File: src/rtl/calc_entry_ctrl.sv
// Keypad-entry controller: assembles two BCD operands, latches the operator and
// runs a req/ack transaction with the BCD arithmetic unit. Define CALC_CHAIN_EN to chain operators.
module calc_entry_ctrl #(
  parameter int DIGITS = 6
) (
  input  logic                CLK_1K,
  input  logic                RSTN,
  input  logic                key_valid,
  input  logic [3:0]          key_value,
  input  logic [4*DIGITS-1:0] result,
  input  logic                result_valid,
  input  logic                result_err,
  output logic [4*DIGITS-1:0] operand_a,
  output logic [4*DIGITS-1:0] operand_b,
  output logic [1:0]          opcode,
  output logic                calc_req,
  output logic [4*DIGITS-1:0] disp_out,
  output logic                entry_full,
  output logic                err
);
  localparam int W  = 4 * DIGITS;
  localparam int CW = $clog2(DIGITS + 1);

  typedef enum logic [2:0] {ENTER_A, OP_WAIT, ENTER_B, CALC, SHOW, ERROR} state_t;

  state_t        state, n_state;
  logic [W-1:0]  n_a, n_b, n_disp;
  logic [CW-1:0] cnt_a, cnt_b, n_cnt_a, n_cnt_b;
  logic [1:0]    n_opcode, key_op;
  logic          n_req, n_err, n_full;
  logic          is_digit, is_oper, is_equ, is_clr;
`ifdef CALC_CHAIN_EN
  logic [1:0]    pend_op, n_pend;
  logic          chain, n_chain;
`endif

  assign is_digit = key_valid && (key_value <= 4'd9);
  assign is_oper  = key_valid && (key_value >= 4'hA) && (key_value <= 4'hD);
  assign is_equ   = key_valid && (key_value == 4'hE);
  assign is_clr   = key_valid && (key_value == 4'hF);
  // A..D have low bits 10,11,00,01; subtracting 2 mod 4 yields 00..11
  assign key_op   = key_value[1:0] - 2'b10;

  function automatic logic [CW-1:0] sig_digits(input logic [W-1:0] v);
    logic [CW-1:0] n;
    n = '0;
    for (int unsigned i = 0; i < DIGITS; i++)
      if (v[4*i +: 4] != 4'd0) n = CW'(i + 1);
    return n;
  endfunction

  always_comb begin
    n_state  = state;
    n_a      = operand_a;
    n_b      = operand_b;
    n_cnt_a  = cnt_a;
    n_cnt_b  = cnt_b;
    n_opcode = opcode;
    n_req    = calc_req;
    n_err    = err;
`ifdef CALC_CHAIN_EN
    n_pend   = pend_op;
    n_chain  = chain;
`endif
    if (is_clr) begin
      n_state  = ENTER_A;
      n_a      = '0;
      n_b      = '0;
      n_cnt_a  = '0;
      n_cnt_b  = '0;
      n_opcode = '0;
      n_req    = 1'b0;
      n_err    = 1'b0;
`ifdef CALC_CHAIN_EN
      n_pend   = '0;
      n_chain  = 1'b0;
`endif
    end else begin
      case (state)
        ENTER_A: begin
          if (is_digit) begin
            if (cnt_a != CW'(DIGITS)) begin
              n_a = (operand_a << 4) | W'(key_value);
              if (!(operand_a == '0 && key_value == 4'd0)) n_cnt_a = cnt_a + CW'(1);
            end
          end else if (is_oper) begin
            n_opcode = key_op;
            n_state  = OP_WAIT;
          end
        end
        OP_WAIT: begin
          if (is_oper) n_opcode = key_op;
          else if (is_digit) begin
            n_b     = W'(key_value);
            n_cnt_b = (key_value != 4'd0) ? CW'(1) : '0;
            n_state = ENTER_B;
          end
        end
        ENTER_B: begin
          if (is_digit) begin
            if (cnt_b != CW'(DIGITS)) begin
              n_b = (operand_b << 4) | W'(key_value);
              if (!(operand_b == '0 && key_value == 4'd0)) n_cnt_b = cnt_b + CW'(1);
            end
          end else if (is_equ) begin
            n_req   = 1'b1;
            n_state = CALC;
          end else if (is_oper) begin
`ifdef CALC_CHAIN_EN
            // current opcode goes out with this request; the new one waits
            n_req   = 1'b1;
            n_pend  = key_op;
            n_chain = 1'b1;
            n_state = CALC;
`else
            n_opcode = key_op;
`endif
          end
        end
        CALC: begin
          if (calc_req && result_valid) begin
            n_req = 1'b0;
            if (result_err) begin
              n_err   = 1'b1;
              n_state = ERROR;
            end else begin
              n_a     = result;
              n_b     = '0;
              n_cnt_b = '0;
              n_cnt_a = sig_digits(result);
              n_state = SHOW;
`ifdef CALC_CHAIN_EN
              if (chain) begin
                n_opcode = pend_op;
                n_state  = OP_WAIT;
              end
`endif
            end
`ifdef CALC_CHAIN_EN
            n_chain = 1'b0;
`endif
          end
        end
        SHOW: begin
          if (is_digit) begin
            n_a     = W'(key_value);
            n_cnt_a = (key_value != 4'd0) ? CW'(1) : '0;
            n_state = ENTER_A;
          end else if (is_oper) begin
            n_opcode = key_op;
            n_state  = OP_WAIT;
          end
        end
        default: ;
      endcase
    end

    case (n_state)
      ENTER_B, CALC: n_disp = n_b;
      ERROR:         n_disp = '0;
      default:       n_disp = n_a;
    endcase
    case (n_state)
      ENTER_A: n_full = (n_cnt_a == CW'(DIGITS));
      ENTER_B: n_full = (n_cnt_b == CW'(DIGITS));
      default: n_full = 1'b0;
    endcase
  end

  always_ff @(posedge CLK_1K or negedge RSTN) begin
    if (!RSTN) begin
      state      <= ENTER_A;
      operand_a  <= '0;
      operand_b  <= '0;
      cnt_a      <= '0;
      cnt_b      <= '0;
      opcode     <= '0;
      calc_req   <= 1'b0;
      err        <= 1'b0;
      disp_out   <= '0;
      entry_full <= 1'b0;
`ifdef CALC_CHAIN_EN
      pend_op    <= '0;
      chain      <= 1'b0;
`endif
    end else begin
      state      <= n_state;
      operand_a  <= n_a;
      operand_b  <= n_b;
      cnt_a      <= n_cnt_a;
      cnt_b      <= n_cnt_b;
      opcode     <= n_opcode;
      calc_req   <= n_req;
      err        <= n_err;
      disp_out   <= n_disp;
      entry_full <= n_full;
`ifdef CALC_CHAIN_EN
      pend_op    <= n_pend;
      chain      <= n_chain;
`endif
    end
  end
endmodule

File: config.mk
export PLATFORM = sky130hd
export DESIGN_NAME = calc_entry_ctrl
export DESIGN_NICKNAME = d
export VERILOG_FILES = /design/src/rtl/calc_entry_ctrl.sv
export SDC_FILE = /design/constraint.sdc
export NUM_CORES = 1
export LEC_CHECK = 0
export ABC_CLOCK_PERIOD_IN_PS = 2100
export BUFFER_PORTS_ARGS = -buffer_cell sky130_fd_sc_hd__buf_2
export CORE_MARGIN = 3
export CORE_UTILIZATION = 48
export CTS_CLUSTER_SIZE = 40
export DETAILED_ROUTE_END_ITERATION = 6
export PLACE_DENSITY = 0.78
export SYNTH_ARGS = -nofsm -noshare
export SYNTH_HDL_FRONTEND = slang
export SYNTH_SLANG_ARGS = --single-unit
File: constraint.sdc
create_clock -name CLK_1K -period 2.1 [get_ports CLK_1K]
set_input_delay 0.105 -clock CLK_1K [delete_from_list [all_inputs] [get_ports CLK_1K]]
set_output_delay 0.105 -clock CLK_1K [all_outputs]
set_load 0.02 [all_outputs]
# Yosys cells after proc, flatten, opt, wreduce, memory -nomap -nowiden
# Cells that the tools add are included.
dict set report totals {
  register_bits 86
  latchBits 0
  mem_bits_rw 0
  rom_bits 0
  input_bits 33
  out_inout_bits 77
  word_cells 133
  memories 0
}
dict set report op_classes {
  addsub 3
  n_mul 0
  div_mod_pow 0
  magnitude_cmp 3
  n_eq_ne 18
  shifts 0
  mux 67
  bitwise 2
  reduce_logical 30
}
# operator n
set ops {}
lappend ops {{$mux 24} 13}
lappend ops {{$pmux 24 s3} 2}
lappend ops {{$mux 3} 29}
lappend ops {{$logic_not 24->1} 2}
lappend ops {{$or 24x4->24} 2}
lappend ops {{$pmux 24 s2} 1}
lappend ops {{$reduce_bool 4->1} 8}
lappend ops {{$ne 3x3->1 const B} 6}
lappend ops {{$pmux 3 s3} 2}
lappend ops {{$pmux 3 s5} 1}
lappend ops {{$eq 3x2->1 const B} 4}
lappend ops {{$eq 3x3->1 const B} 4}
lappend ops {{$mux 1} 11}
lappend ops {{$mux 2} 5}
lappend ops {{$eq 4x4->1 const B} 2}
lappend ops {{$le 4x4->1 const B} 2}
lappend ops {{$logic_and 1x1->1} 8}
lappend ops {{$reduce_and 4->1} 2}
lappend ops {{$add 3x1->3 const B} 2}
lappend ops {{$logic_not 3->1} 2}
lappend ops {{$pmux 2 s3} 1}
lappend ops {{$reduce_bool 2->1} 3}
lappend ops {{$ge 4x4->1 const B} 1}
lappend ops {{$logic_not 4->1} 1}
lappend ops {{7 further kinds} 9}

# Logic depth before layout (Yosys ltp)
# Gate-level depths: netlist of the first run.
dict set report depth {
  depth_word 13
  ltp_mapped 10
  depth_no_buf 9
}

# Worst setup path before layout of the first run
# No wires, ideal clock.
dict set report synth_timing {
  path_type {reg2reg}
  start {reg operand_b[18]}
  end {reg entry_full}
  setup_time_ns 0.120
  arrival_ns 1.881
  required_ns 1.980
  slack_ns 0.100
  path_stages_with_launch 8
  path_buffers 0
  period_less_slack_ns 2.000
  path_cell_list {dfrtp_1 > nor4_1 > and4_1 > nand4_2 > a311o_1 > a22oi_2 > nor3_1 > a31o_1}
}
dict set report synth_between {
  elab_chain_cells 9
}
# element line_no
set synth_lines {}
lappend synth_lines {{start: declaration} 14} ;# output logic [4*DIGITS-1:0] operand_b,
lappend synth_lines {{start signal: assignment} 189} ;# operand_b <= n_b;
lappend synth_lines {{$logic_not 24->1} 103} ;# if (!(operand_b == '0 && key_value == 4'd0)) n_cnt_b = cnt_b + CW'(1);
lappend synth_lines {{$logic_and 1x1->1} 103}
lappend synth_lines {{$mux 3} 103}
lappend synth_lines {{$mux 3} 101} ;# if (cnt_b != CW'(DIGITS)) begin
lappend synth_lines {{$mux 3} 100} ;# if (is_digit) begin
lappend synth_lines {{$pmux 3 s3} 79} ;# case (state)
lappend synth_lines {{$mux 3} 65} ;# if (is_clr) begin
lappend synth_lines {{via n_cnt_b[0]} 28} ;# logic [CW-1:0] cnt_a, cnt_b, n_cnt_a, n_cnt_b;
lappend synth_lines {{$eq 3x3->1} 165} ;# ENTER_B: n_full = (n_cnt_b == CW'(DIGITS));
lappend synth_lines {{$pmux 1 s2} 163} ;# case (n_state)
lappend synth_lines {{via n_full} 30} ;# logic n_req, n_err, n_full;
lappend synth_lines {{end signal: assignment} 196} ;# entry_full <= n_full;
lappend synth_lines {{end: declaration} 18} ;# output logic entry_full,
# The timed path passes the listed nets, and every way through them passes these cells.
# A chain may end at the register's enable or synchronous reset.

# Final worst setup path of the first run
dict set report layout_timing {
  start {reg operand_a[7]}
  end {reg entry_full}
}
dict set report layout_between {
  elab_chain_cells 9
}
# element line_no
set layout_lines {}
lappend layout_lines {{start: declaration} 13} ;# output logic [4*DIGITS-1:0] operand_a,
lappend layout_lines {{start signal: assignment} 188} ;# operand_a <= n_a;
lappend layout_lines {{$logic_not 24->1} 84} ;# if (!(operand_a == '0 && key_value == 4'd0)) n_cnt_a = cnt_a + CW'(1);
lappend layout_lines {{$logic_and 1x1->1} 84}
lappend layout_lines {{$mux 3} 84}
lappend layout_lines {{$mux 3} 82} ;# if (cnt_a != CW'(DIGITS)) begin
lappend layout_lines {{$mux 3} 81} ;# if (is_digit) begin
lappend layout_lines {{$pmux 3 s3} 79}
lappend layout_lines {{$mux 3} 65}
lappend layout_lines {{via n_cnt_a[2]} 28}
lappend layout_lines {{$eq 3x3->1} 164} ;# ENTER_A: n_full = (n_cnt_a == CW'(DIGITS));
lappend layout_lines {{$pmux 1 s2} 163}
lappend layout_lines {{via n_full} 30}
# The timed path passes the listed nets, and every way through them passes these cells.

==> results of run 1 <==
[cell families after synthesis]
kind of cell,count (synthesis)
simple gates,159
flops,86
fa+ha+maj,4
buf+inv,38
compound gates,135
mux,2
[metrics by stage]
| step | worst slack (ns) | hold WS [ns] | util, % |
|---|---|---|---|
| after floorplan | 0.0998 | -0.191 | - |
| after global placement | -0.161 | 0.0540 | 65.1 |
| after detailed placement | -0.197 | 0.0572 | 65.1 |
| after CTS | 0.00503 | 0.0287 | 68.1 |
| after global routing | -0.102 | 0.0477 | 69.8 |
| final | -0.0235 | 0.0523 | 69.8 |
[placed cells by master, fill, tap and decap left out, drive strengths merged, types with 9 or more instances in the layout]
cell type,n
nor3,12
inv,9
nand3,10
buf,196
a222oi,20
nor2,72
a22oi,22
clkbuf,10
nand2,15
o22ai,25
o21ai,14
dfrtp,86
a21oi,21
nor4,19
[layer usage]
metal  global-route usage [%]  routed length [um]
met1                     41.5                6030
met2                     46.7                7120
met3                     8.27                1780
met4                     8.09                 369
met5                        0                   0
[worst max-delay path, stage by stage (launching register included)]
cell	delay (ns)
sky130_fd_sc_hd__dfrtp_1	0.42
sky130_fd_sc_hd__nor4_2	0.06
sky130_fd_sc_hd__buf_4	0.13
sky130_fd_sc_hd__nand4_1	0.08
sky130_fd_sc_hd__nor2_1	0.05
sky130_fd_sc_hd__buf_4	0.15
sky130_fd_sc_hd__or4b_1	0.46
sky130_fd_sc_hd__a32o_2	0.29
sky130_fd_sc_hd__and4_1	0.20
sky130_fd_sc_hd__a31o_1	0.18
[flip-flops by register name (all words and copies together) (netlist names)]
register    count
state           3
opcode          2
err             1
cnt_a           3
disp_out       24
cnt_b           3
operand_b      24
calc_req        1
entry_full      1
operand_a      24
[cell type report]
class	instances	area [sq um]	area share (%)
flip-flops and latches	86	2150	37.0
multi-input cells	300	2040	35.1
repair buffers	197	1280	21.9
clock buffers	10	138	2.36
well taps	105	131	2.26
clock inverters	6	53.8	0.924
inverters	6	22.5	0.387
[worst max path at each step]
stage                              from           end  slack, ns  cells past startpoint
after floorplan           operand_b[18]    entry_full        0.1                      7
after global placement    operand_b[18]    entry_full      -0.16                      7
after detailed placement  operand_b[18]    entry_full      -0.20                      7
after CTS                  operand_a[7]    entry_full      0.005                      9
after global routing           calc_req  disp_out[10]      -0.10                      6
final                      operand_a[7]    entry_full      -0.02                      9
[power by group]
group / switching [uW] / total [uW] / internal, uW
Combinational: 3000 / 5140 / 2140
Clock: 671 / 1150 / 483
Sequential: 470 / 2690 / 2220
[what timing repair did]
item | 4_1_cts | 5_1_grt
endpoints found under the hold margin | 28 | 0
endpoints found under the setup margin | 2 | 47
hold buffers | 1 | 0
pin swaps | 6 | 6
setup buffers | 2 | 1
gates resized for setup | 6 | 29
==> results.md, run 1 <==
STA:
- The smallest clock period supported by the final layout is computed as 2.12 ns.
- Across all setup checks in the final design, the least slack found is -0.0235 ns.
- Dividing the final minimum period by the clock period gives 101%.
- Between clock sinks in the finished design, the worst skew comes to 0.0157 ns.
- In this run the tightest slew margin relative to its limit is 65.7%.
- Derived from the worst setup path, the maximum achievable clock frequency is 471 MHz.
- Setup repair after global routing could not meet its margin everywhere.
- The final hold violation count is 0.
- The final number of max-transition violations came to 0.
- The count of final setup violators is 3.
- The setup TNS after final layout is -0.0426 ns.
- The slew at the pin with the worst max-slew slack is 0.515 ns.

Min path:
- In this run the most critical hold path is launched from result[5].
- The worst hold endpoint is operand_a[5].
- The worst hold path class is input pin to flip-flop.
- The instance count along the most critical hold path is 3.

Floorplanning:
- The die covers 0.00990 sq mm.
- Pin placement for this block handled 110 I/O pins.
- The floorplan has 33 rows.
- The initial utilization of the core area, before any placement, comes to 50.3%.
- The x dimension of the die is 99.5 um.
- In this run the vertical extent of the chip is 99.5 um.
- The floorplan step defined a core boundary enclosing 0.00834 sq mm.

Final layout:
- 0 antenna diodes ended up in the layout.
- The finished layout holds 710 standard cells, fillers aside.
- In the final layout, the share of cells above drive strength 1 is 42.1%.
- The finished cells cover 0.00582 sq mm.
- From synthesis to final layout, the design area changed by 38.7%.
- The layout filler cell count is 616.
- The net count of the finished layout is 637.

Yosys:
- By area the synthesized netlist is led by sky130_fd_sc_hd__dfrtp_1 51%, sky130_fd_sc_hd__nor2_1 6.4%, sky130_fd_sc_hd__a222oi_1 4.8%, sky130_fd_sc_hd__a22oi_1 3.8%, sky130_fd_sc_hd__o22ai_1 3.7%.
- The multiplexer share of the synthesized area is 0.537%.
- The biggest area contributor in the post-synthesis netlist is sky130_fd_sc_hd__dfrtp_1.
- The number of nets handed over by synthesis was 461.
- Of the total synthesized cell area, the portion taken by AND, OR, NAND and NOR gates is 19.1%.
- In the post-synthesis netlist, the cell with the most instances is sky130_fd_sc_hd__dfrtp_1.
- By area, the combinational part of the netlist is dominated by compound AO/OA/AOI/OAI gates.
- Yosys mapped a number of flops with a built-in enable equal to 0.
- The commonest cells after synthesis are 86 x sky130_fd_sc_hd__dfrtp_1, 71 x sky130_fd_sc_hd__nor2_1, 25 x sky130_fd_sc_hd__o22ai_1.
- The number of storage elements in the synthesis netlist is 86.
- Summing the areas of all compound-gate instances in the mapped netlist gives 23.8% of the synthesized area.
- Among all flip-flop cells after synthesis, the most frequent one is sky130_fd_sc_hd__dfrtp_1.
- After Yosys synthesis, full adders, half adders and majority gates account for 1.19% of the synthesized area.
- The count of mapped cells out of synthesis is 424.
- The warning count from the yosys run is 0.
- The number of distinct library cells after synthesis is 61.
- The share of synthesized flip-flops with an asynchronous set or reset is 100%.
- The total standard cell area after synthesis is 0.00420 sq mm.
- The post-synthesis area per instance is 9.89 sq um.
- The sequential area share after synthesis is 51.3%.
- The share of the synthesized area in the top cell type is 51.3%.
- The synthesized netlist devotes 0% of its cell area to XOR and XNOR gates.

Outcome:
- The run finished, with violations left.
- The final reports fail on design-rule violations, negative setup slack.

Global routing:
- The first-pass GRT wire length is 23.1 mm.
- Entering global routing, the biggest net connects 49 pins.
- The all-layer global routing usage is 30.0%.
- The initial antenna violation count is 0.
- The sum of overflow across all layers after global routing is 0.
- The via count of the first global-routing pass is 4377.

Clock network:
- The clock tree synthesis step divided the H-tree into 3 levels.
- Clock-pin slew was measured on the worst setup and hold paths at 0.10 ns.
- The number of buffers added by the clock tree synthesis step is 9.
- The root buffer selected by CTS is sky130_fd_sc_hd__clkbuf_8.
- The clock net sink count is 86.
- The CTS tree is done.
- The clock reaches the later pin of the worst-skew pair after 0.38 ns.
- The clock passes through at most 2 buffers.

Drt:
- The average wire per cell in the routed design is 21.5 um.
- The average vias per placed instance is 6.54.
- The count of TritonRoute iterations in the first routing pass is 7.
- The number of DRC violations after detailed routing is 11.
- The total detailed-routing wirelength is 15.3 mm.
- The number of vias in the routed layout is 4646.
- In this run, the number of DRC markers left after iteration 0 of detailed routing was 643.
- The remaining antenna violation count is 0.

Power and ir drop:
- Across the VDD grid, the largest voltage drop is 1.02 mV.
- The leakage power is 0.00297 uW.
- The overall power consumption is 8980 uW.
- The cell area power density is 1540 mW/mm^2.

Worst setup path:
- The kind of start point of the critical path is a flip-flop.
- In this run the critical register-to-register path is launched from operand_a[7].
- The endpoint of the most critical register-to-register path is entry_full.
- Data on the critical path arrives at its endpoint at 2.39 ns.
- The largest driver fanout on the critical path is 6.
- STA classifies the critical path endpoint as a flip-flop.
- Data on the critical path is required at its endpoint by 2.37 ns.
- For flop-to-flop paths, the worst setup slack is -0.02 ns.
- The critical path is of the flip-flop to flip-flop type.
- The path depth of the worst reg2reg path is 9.

Placed design:
- The area after detailed placement is 0.00543 sq mm.
- Detailed placement ended at an HPWL of 10.8 mm.
- The total of buffers placed on input and output ports is 109.
- The total instance count after detailed placement is 690.
- The congestion estimate from routability-driven global placement came to 0.964.

Job:
- Max-cap violations in this run came to 0.
Power figures use the tool's default switching activity.
==> run 2, diff against run 1 <==
--- a/config.mk
+++ b/config.mk
@@ -7,10 +7,12 @@
 export LEC_CHECK = 0
 export ABC_CLOCK_PERIOD_IN_PS = 2100
 export BUFFER_PORTS_ARGS = -buffer_cell sky130_fd_sc_hd__buf_2
+export CORE_ASPECT_RATIO = 2
 export CORE_MARGIN = 3
 export CORE_UTILIZATION = 48
 export CTS_CLUSTER_SIZE = 40
 export DETAILED_ROUTE_END_ITERATION = 6
+export MAX_ROUTING_LAYER = met4
 export PLACE_DENSITY = 0.78
 export SYNTH_ARGS = -nofsm -noshare
 export SYNTH_HDL_FRONTEND = slang
==> run 2 against run 1 <==
  * The flow still finishes with violations (design-rule violations, negative setup slack)
  * Cell area rose by 2.1%
  * Sequential share of layout area fell by 0.78 points
  * Cell count fell by 0.28%
  * First-iteration DRC count rose by 48%
  * Routed wire length rose by 6.6%
  * Largest cell class unchanged
  * Non-clock buffer count rose by 5
  * Sequential cell count did not move
  * Sequential power fell by 2%
  * Worst setup slack got worse by 0.047 ns
==> results.md, run 2 (synthesized netlist as in run 1, its figures left out) <==
Outcome:
- The flow ran to the end, but the final reports show violations.
- The checks that failed: design-rule violations, negative setup slack.

Drt:
- The average wire per cell in the routed design is 23.0 um (+6.9%).
- The total detailed-routing wirelength is 16.3 mm (+6.6%).
- The remaining antenna violation count is 0 (unchanged).
- The number of DRC violations after detailed routing was 15 (+4).
- The average vias per placed instance is 6.69 (+2.3%).
- The count of TritonRoute iterations in the first routing pass is 7 (unchanged).
- The number of vias in the routed layout is 4738 (+2.0%).
- The number of DRC markers in iteration 0 is 954 (+48%).

Clock network:
- The latest clock arrival within the worst-skew pair was 0.34 ns (-0.04 ns).
- The number of H-tree branching levels was 3 (unchanged).
- The clock net sink count was 86 (unchanged).
- TritonCTS built the clock tree.
- The root buffer selected by CTS is sky130_fd_sc_hd__clkbuf_16.
- The number of buffers added by the clock tree synthesis step is 9 (unchanged).
- The maximum count of clock buffers along a single path is 2 (unchanged).
- The CTS clock-pin slew for the worst setup and hold paths is 0.06 ns (-0.04 ns).

STA:
- The final number of max-transition violations was 0 (unchanged).
- The count of final setup violators came to 1 (-2).
- The final hold violation count came to 0 (unchanged).
- The share of the cycle needed by the critical path after routing is 103% (+2.2 points).
- The final clock skew is 0.00423 ns (-0.0115 ns).
- The headroom to the max-slew limit is 62.2% (-3.5 points).
- The worst hold slack across all endpoints is 0.0485 ns (-0.00377 ns).
- The slew at the pin with the worst max-slew slack is 0.568 ns (+0.0528 ns).
- The final critical path time including I/O delays and setup is 2.17 ns (+0.0469 ns).
- The maximum operating frequency is 461 MHz (-2.2%).
- The setup slack of the critical path after layout was -0.0705 ns (-0.0469 ns).
- Setup repair after global routing could not meet its margin everywhere.

Placed design:
- The area after detailed placement is 0.00546 sq mm (+0.62%).
- The detailed placement HPWL is 11.9 mm (+9.9%).
- The total instance count after detailed placement is 687 (-0.43%).
- The last weighted congestion value of the routability-driven placer is 1.10 (+14%).
- The total of buffers placed on input and output ports came to 109 (unchanged).

Final layout:
- The largest registers in the layout are disp_out (24), operand_a (24), operand_b (24).
- The diode insertion count for antenna repair is 0 (unchanged).
- The post-route cell area was 0.00595 sq mm (+2.1%).
- The net count of the finished layout is 642 (+0.78%).
- The most frequent standard cell in the layout excluding fill and tap cells is sky130_fd_sc_hd__buf_2.
- The top cell types in the final layout, fill and taps aside, are 109 x sky130_fd_sc_hd__buf_2, 85 x sky130_fd_sc_hd__buf_4, 84 x sky130_fd_sc_hd__dfrtp_1, 70 x sky130_fd_sc_hd__nor2_1, 25 x sky130_fd_sc_hd__o22ai_1.
- The area growth from synthesis to final layout is 41.7%.
- The count of placed standard cells in the final layout, fillers left out came to 708 (-0.28%).
- The share of cells above drive strength 1 is 41.1% (-1.0 points).

Worst setup path:
- STA classifies the critical path endpoint as a flip-flop.
- The endpoint arrival time on the critical path came to 2.45 ns (+0.06 ns).
- The maximum single-stage delay on the critical path is 0.41 ns (-0.05 ns).
- In this run the critical register-to-register path is captured at entry_full.
- The worst-path cell with the longest stage delay is sky130_fd_sc_hd__dfrtp_1.
- The largest driver fanout on the critical path is 4 (-2).
- The worst setup path is of the flip-flop to flip-flop kind.
- The kind of start point of the critical path is a flip-flop.
- The launch point of the worst reg-to-reg path is operand_b[18].
- The reg2reg setup slack is -0.07 ns (-0.05 ns).
- Walking the worst path, the cells encountered are nor4_4 -> and4_4 -> nand4_4 -> buf_6 -> o21ba_4 -> o21a_1 -> nor3_2 -> a31o_1.
- The required time of the critical path came to 2.38 ns (about the same).
- The path depth of the worst reg2reg path is 8 (-1).

Min path:
- The instance count along the most critical hold path is 3 (unchanged).
- The tightest min-delay check is of the input pin to flip-flop type.
- The path with the worst hold slack has its endpoint at err.
- The worst hold path begins at result_err.

Global routing:
- The first-pass GRT wire length is 24.5 mm (+6.0%).
- The via count of the first global-routing pass was 4651 (+6.3%).
- The sum of overflow across all layers after global routing is 0 (unchanged).
- The largest net degree at the start of global routing is 37 (-24%).
- The all-layer global routing usage is 33.2% (+3.2 points).
- The initial antenna violation count is 0 (unchanged).

Job:
- The number of maximum-capacitance violations came to 0 (unchanged).

Power and ir drop:
- The leakage power is 0.00304 uW (+2.2%).
- The part of the power in registers came to 27.5% (-2.4 points).
- The part of the power in the clock network came to 17.9% (+5.1 points).
- The cell area power density is 1610 mW/mm^2 (+4.3%).
- The net switching fraction of the power is 43.0% (-3.2 points).
- The switching power total was 4110 uW (-0.81%).
- The combinational cell fraction of total power was 54.6% (-2.6 points).
- The worst vdd rail ir drop is 0.954 mV (-6.7%).
- The internal power consumption is 5460 uW (+13%).

Floorplanning:
- The vertical extent of the die is 138 um (+39%).
- The area enclosed by the die boundary is 0.00997 sq mm (+0.68%).
- The starting utilization of the core area is 49.9% (-0.41 points).
- The placeable core region is 0.00841 sq mm (+0.83%).
- The x dimension of the die came to 72.1 um (-28%).
- The number of top-level pins is 110 (unchanged).
- The placement row count is 47 (+42%).
-- run 2: changes by cell type in the layout (fill, tap and decap cells not counted), moves of 3 or more --
cell,delta
sky130_fd_sc_hd__clkbuf_16,+9
sky130_fd_sc_hd__a221oi_1,+4
sky130_fd_sc_hd__buf_4,+3
sky130_fd_sc_hd__nor4_2,+3
sky130_fd_sc_hd__a221oi_2,-4
sky130_fd_sc_hd__clkbuf_8,-9
sky130_fd_sc_hd__clkbuf_1,+3
sky130_fd_sc_hd__nor2_1,+3
-- run 2: worst max path at each step --
stage	from	to	slack, ns	cells past startpoint
detailed placement	operand_b[18]	entry_full	-0.26	8
CTS	operand_b[8]	entry_full	-0.004	9
floorplan	operand_b[18]	entry_full	0.1	7
global placement	operand_b[18]	entry_full	-0.27	8
global route	operand_b[5]	entry_full	-0.13	9
finish	operand_b[18]	entry_full	-0.07	8
-- run 2: routing by layer --
layer | global-route usage, % | vias up | routed length, um
met5 | - | - | 0
met4 | 21.6 | 0 | 1180
met3 | 5.60 | 105 | 1260
met2 | 56.2 | 380 | 8600
met1 | 33.9 | 2254 | 5260
li1 | - | 1999 | -
-- run 2: layout make-up --
class | instances | area [sq um]
well taps | 98 | 123
clock buffers | 13 | 250
inverters | 6 | 22.5
repair buffers | 202 | 1330
fillers | 611 | 2460
flip-flops and latches | 86 | 2150
multi-input cells | 300 | 2000
clock inverters | 3 | 67.6
-- run 2: metrics by stage --
stage	power, uW	worst slack (ns)	util, %	setup TNS (ns)
6_report	9570	-0.0705	70.7	-0.0705
5_1_grt	9970	-0.131	70.7	-0.200
4_1_cts	9250	-0.00433	69.5	-0.00433
3_5_place_dp	7460	-0.262	64.9	-0.357
3_3_place_gp	7330	-0.266	64.9	-0.329
2_1_floorplan	5130	0.0998	-	0
-- run 2: critical path, delay by kind of cell, from the launching register on --
family / cells / cell delay [ns]
flip-flops: 1 / 0.41
buffers and inverters: 1 / 0.17
AND/OR/NAND/NOR: 4 / 1.00
AO/OA/AOI/OAI: 3 / 0.53
-- run 2: repair_timing --
item                                    in CTS  in global routing
pin swaps                                    1                  7
endpoints found under the setup margin       2                 28
gates resized for setup                      9                 19
buffers inserted                             0                  4
hold endpoints to repair                    33                  0
hold buffers                                 1                  0
-- run 2: power by group through the flow --
stage               Clock (uW)  Combinational [uW]  Sequential, uW
floorplan                    0                1900            3230
detailed placement           0                4850            2610
global route              1790                5520            2670
finish                    1710                5230            2630
CTS                       1710                4940            2600
global placement             0                4750            2570
==> run 3, diff against run 2 <==
--- a/config.mk
+++ b/config.mk
@@ -14,6 +14,8 @@
 export DETAILED_ROUTE_END_ITERATION = 6
 export MAX_ROUTING_LAYER = met4
 export PLACE_DENSITY = 0.78
+export REMOVE_ABC_BUFFERS = 1
+export SLEW_MARGIN = 0
 export SYNTH_ARGS = -nofsm -noshare
 export SYNTH_HDL_FRONTEND = slang
 export SYNTH_SLANG_ARGS = --single-unit
==> run 3 against run 2 <==
  * The run still ends with design-rule violations, negative setup slack left
  * Worst hold slack worse by 0.017 ns
  * First-iteration DRC count is 28% lower
  * Highest routed layer unchanged
  * Non-clock buffer count is 47 higher
  * Sequential power is 2% lower
  * Critical endpoint unchanged
==> results.md, run 3 (synthesized netlist as in run 1, its figures left out) <==
Outcome:
- The run finished, with violations left.
- The final reports fail on design-rule violations, negative setup slack.

Power and ir drop:
- The net switching fraction of the power is 42.9% (about the same).
- The part of the power in registers is 26.0% (-1.5 points).
- The combinational cell fraction of total power came to 56.3% (+1.7 points).
- The switching power total came to 4270 uW (+3.8%).
- The cell area power density is 1580 mW/mm^2 (-2.0%).
- The leakage power is 0.00326 uW (+7.4%).
- The part of the power in the clock network is 17.7% (-0.2 points).
- The worst vdd rail ir drop is 0.762 mV (-20%).
- The internal power consumption is 5680 uW (+3.9%).

Global routing:
- The largest net degree at the start of global routing is 46 (+24%).
- The met2 track demand over resource in global routing is 62.0% (+5.8 points).
- The sum of overflow across all layers after global routing is 0 (unchanged).
- The fraction of met3 tracks used by global routing is 4.58% (-1.0 points).
- The met1 global-route usage came to 34.7% (+0.81 points).
- The initial antenna violation count came to 0 (unchanged).
- The via count of the first global-routing pass came to 4869 (+4.7%).
- The first-pass GRT wire length is 26.1 mm (+6.5%).
- The layer flagged by global routing as most heavily used is met2.
- The all-layer global routing usage was 35.5% (+2.4 points).

Job:
- The number of maximum-capacitance violations is 0 (unchanged).

STA:
- The count of final setup violators is 2 (+1).
- The maximum operating frequency is 461 MHz (+0.10%).
- The share of the cycle needed by the critical path after routing came to 103% (-0.11 points).
- The final number of max-transition violations is 0 (unchanged).
- The final hold violation count is 0 (unchanged).
- Setup repair after global routing could not meet its margin everywhere.
- The worst hold slack across all endpoints came to 0.0316 ns (-0.0169 ns).
- The setup slack of the critical path after layout is -0.0682 ns (+0.00227 ns).
- The slew at the pin with the worst max-slew slack is 0.557 ns (-0.0102 ns).
- The headroom to the max-slew limit was 62.8% (+0.68 points).
- The final clock skew came to 0.00828 ns (+0.00405 ns).
- The final critical path time including I/O delays and setup is 2.17 ns (-0.00227 ns).

Final layout:
- The count of placed standard cells in the final layout, fillers left out came to 755 (+6.6%).
- The largest registers in the layout are disp_out (24), operand_a (24), operand_b (24).
- Leaving out fill and tap cells, the most frequent cells in the layout are 131 x sky130_fd_sc_hd__buf_4, 108 x sky130_fd_sc_hd__buf_2, 84 x sky130_fd_sc_hd__dfrtp_1, 68 x sky130_fd_sc_hd__nor2_1, 24 x sky130_fd_sc_hd__o22ai_1.
- The combined area of the multi-input logic cells was 0.00199 sq mm (-0.56%).
- The area growth from synthesis to final layout is 50.3%.
- The diode insertion count for antenna repair was 0 (unchanged).
- The most frequent standard cell in the layout excluding fill and tap cells is sky130_fd_sc_hd__buf_4.
- The footprint of the flip-flops and latches is 0.00215 sq mm (unchanged).
- The layout filler cell count is 605 (-0.98%).
- The net count of the finished layout came to 689 (+7.3%).
- The share of cells above drive strength 1 was 45.5% (+4.4 points).

Drt:
- The number of DRC markers in iteration 0 was 686 (-28%).
- The average wire per cell in the routed design is 23.0 um (-0.13%).
- The number of vias in the routed layout came to 4865 (+2.7%).
- The average vias per placed instance was 6.44 (-3.7%).
- The number of DRC violations after detailed routing was 11 (-4).
- The remaining antenna violation count was 0 (unchanged).
- The total detailed-routing wirelength is 17.4 mm (+6.5%).
- The count of TritonRoute iterations in the first routing pass came to 7 (unchanged).

Placed design:
- The last weighted congestion value of the routability-driven placer is 0.986 (-10%).
- The detailed placement HPWL is 13.0 mm (+9.9%).
- The total instance count after detailed placement is 727 (+5.8%).
- The total of buffers placed on input and output ports is 109 (unchanged).

Worst setup path:
- The required time of the critical path is 2.33 ns (-0.05 ns).
- By startpoint and endpoint, the worst setup path is classified as flip-flop to flip-flop.
- The endpoint class of the critical path is a flip-flop.
- The largest driver fanout on the critical path came to 4 (unchanged).
- The endpoint arrival time on the critical path is 2.40 ns (-0.05 ns).
- The kind of start point of the critical path is a flip-flop.

Min path:
- The tightest min-delay check is of the input pin to flip-flop type.

Floorplanning:
- The area enclosed by the die boundary is 0.00997 sq mm (unchanged).
- The x dimension of the die was 72.1 um (unchanged).
- The number of top-level pins is 110 (unchanged).
- The starting utilization of the core area is 49.9% (unchanged).
- The placeable core region is 0.00841 sq mm (unchanged).
- The placement row count was 47 (unchanged).
- The vertical extent of the die is 138 um (unchanged).

Clock network:
- The number of H-tree branching levels is 3 (unchanged).
- The clock net sink count is 86 (unchanged).
- The number of buffers added by the clock tree synthesis step is 9 (unchanged).
- The CTS clock-pin slew for the worst setup and hold paths is 0.07 ns (about the same).
- The CTS tree is done.
- The maximum count of clock buffers along a single path came to 2 (unchanged).
- The cell sitting at the root of the clock tree is a sky130_fd_sc_hd__clkbuf_16.
- The latest clock arrival within the worst-skew pair is 0.34 ns (about the same).
## run 3: what timing repair did
item | in CTS | in global routing
hold buffers | 1 | 0
gates resized for setup | 11 | 15
hold endpoints to repair | 41 | 0
cloned | 0 | 1
pin swaps | 5 | 5
buffers inserted | 3 | 7
endpoints found under the setup margin | 37 | 32
## run 3: final timing paths
check	from	cells past startpoint	slack (ns)	endpoint
max in group asynchronous	RSTN	3	1.14	state[2]
min in group asynchronous	RSTN	2	0.29	disp_out[10]
worst min-delay path	result_err	3	0.03	err
worst min register to register	err	2	0.50	err
worst max-delay path	operand_b[18]	9	-0.07	entry_full
worst max register to register	operand_b[18]	9	-0.07	entry_full
## run 3: layer usage
layer | wire (um) | part of all wire (%)
met5 | 0 | 0
met4 | 1530 | 8.8
met3 | 1120 | 6.4
met2 | 9270 | 53
met1 | 5460 | 31
## run 3: per-stage QoR
stage	utilization (%)	total power, uW	worst slack (ns)	cell area (sq um)	setup TNS, ns
final	75.0	9950	-0.0682	6310	-0.0700
after global routing	75.0	10400	-0.142	6310	-1.04
after global placement	68.4	7690	-0.164	5750	-3.19
after CTS	73.3	9620	-0.0149	6160	-0.0149
after floorplan	-	4980	-0.886	4050	-35.97
after detailed placement	68.4	7790	-0.175	5750	-2.97
## run 3: final cells by class
cell class                 count  area share (%)
inverter                       6           0.357
sequential                    86            34.2
clock inverter                 7            1.67
multi-input combinational    300            31.6
tap                           98            1.94
timing repair buffer         249            26.7
clock buffer                   9            3.57
## run 3: worst max-delay path, stage by stage (launching register included)
cell and delay, ns:
sky130_fd_sc_hd__dfrtp_1 0.42, sky130_fd_sc_hd__nor4_4 0.34, sky130_fd_sc_hd__and4_1 0.24, sky130_fd_sc_hd__nand4_2 0.10, sky130_fd_sc_hd__buf_6 0.17, sky130_fd_sc_hd__buf_4 0.13, sky130_fd_sc_hd__a41oi_1 0.21, sky130_fd_sc_hd__nor3_1 0.08
sky130_fd_sc_hd__buf_4 0.16, sky130_fd_sc_hd__a31o_1 0.20
## run 3: power groups by stage
stage	sequential, uW	combinational, uW	clock (uW)
final	2590	5600	1760
after global routing	2630	5920	1840
after CTS	2600	5260	1770
after detailed placement	2620	5170	0
after global placement	2590	5100	0
after floorplan	3290	1700	0
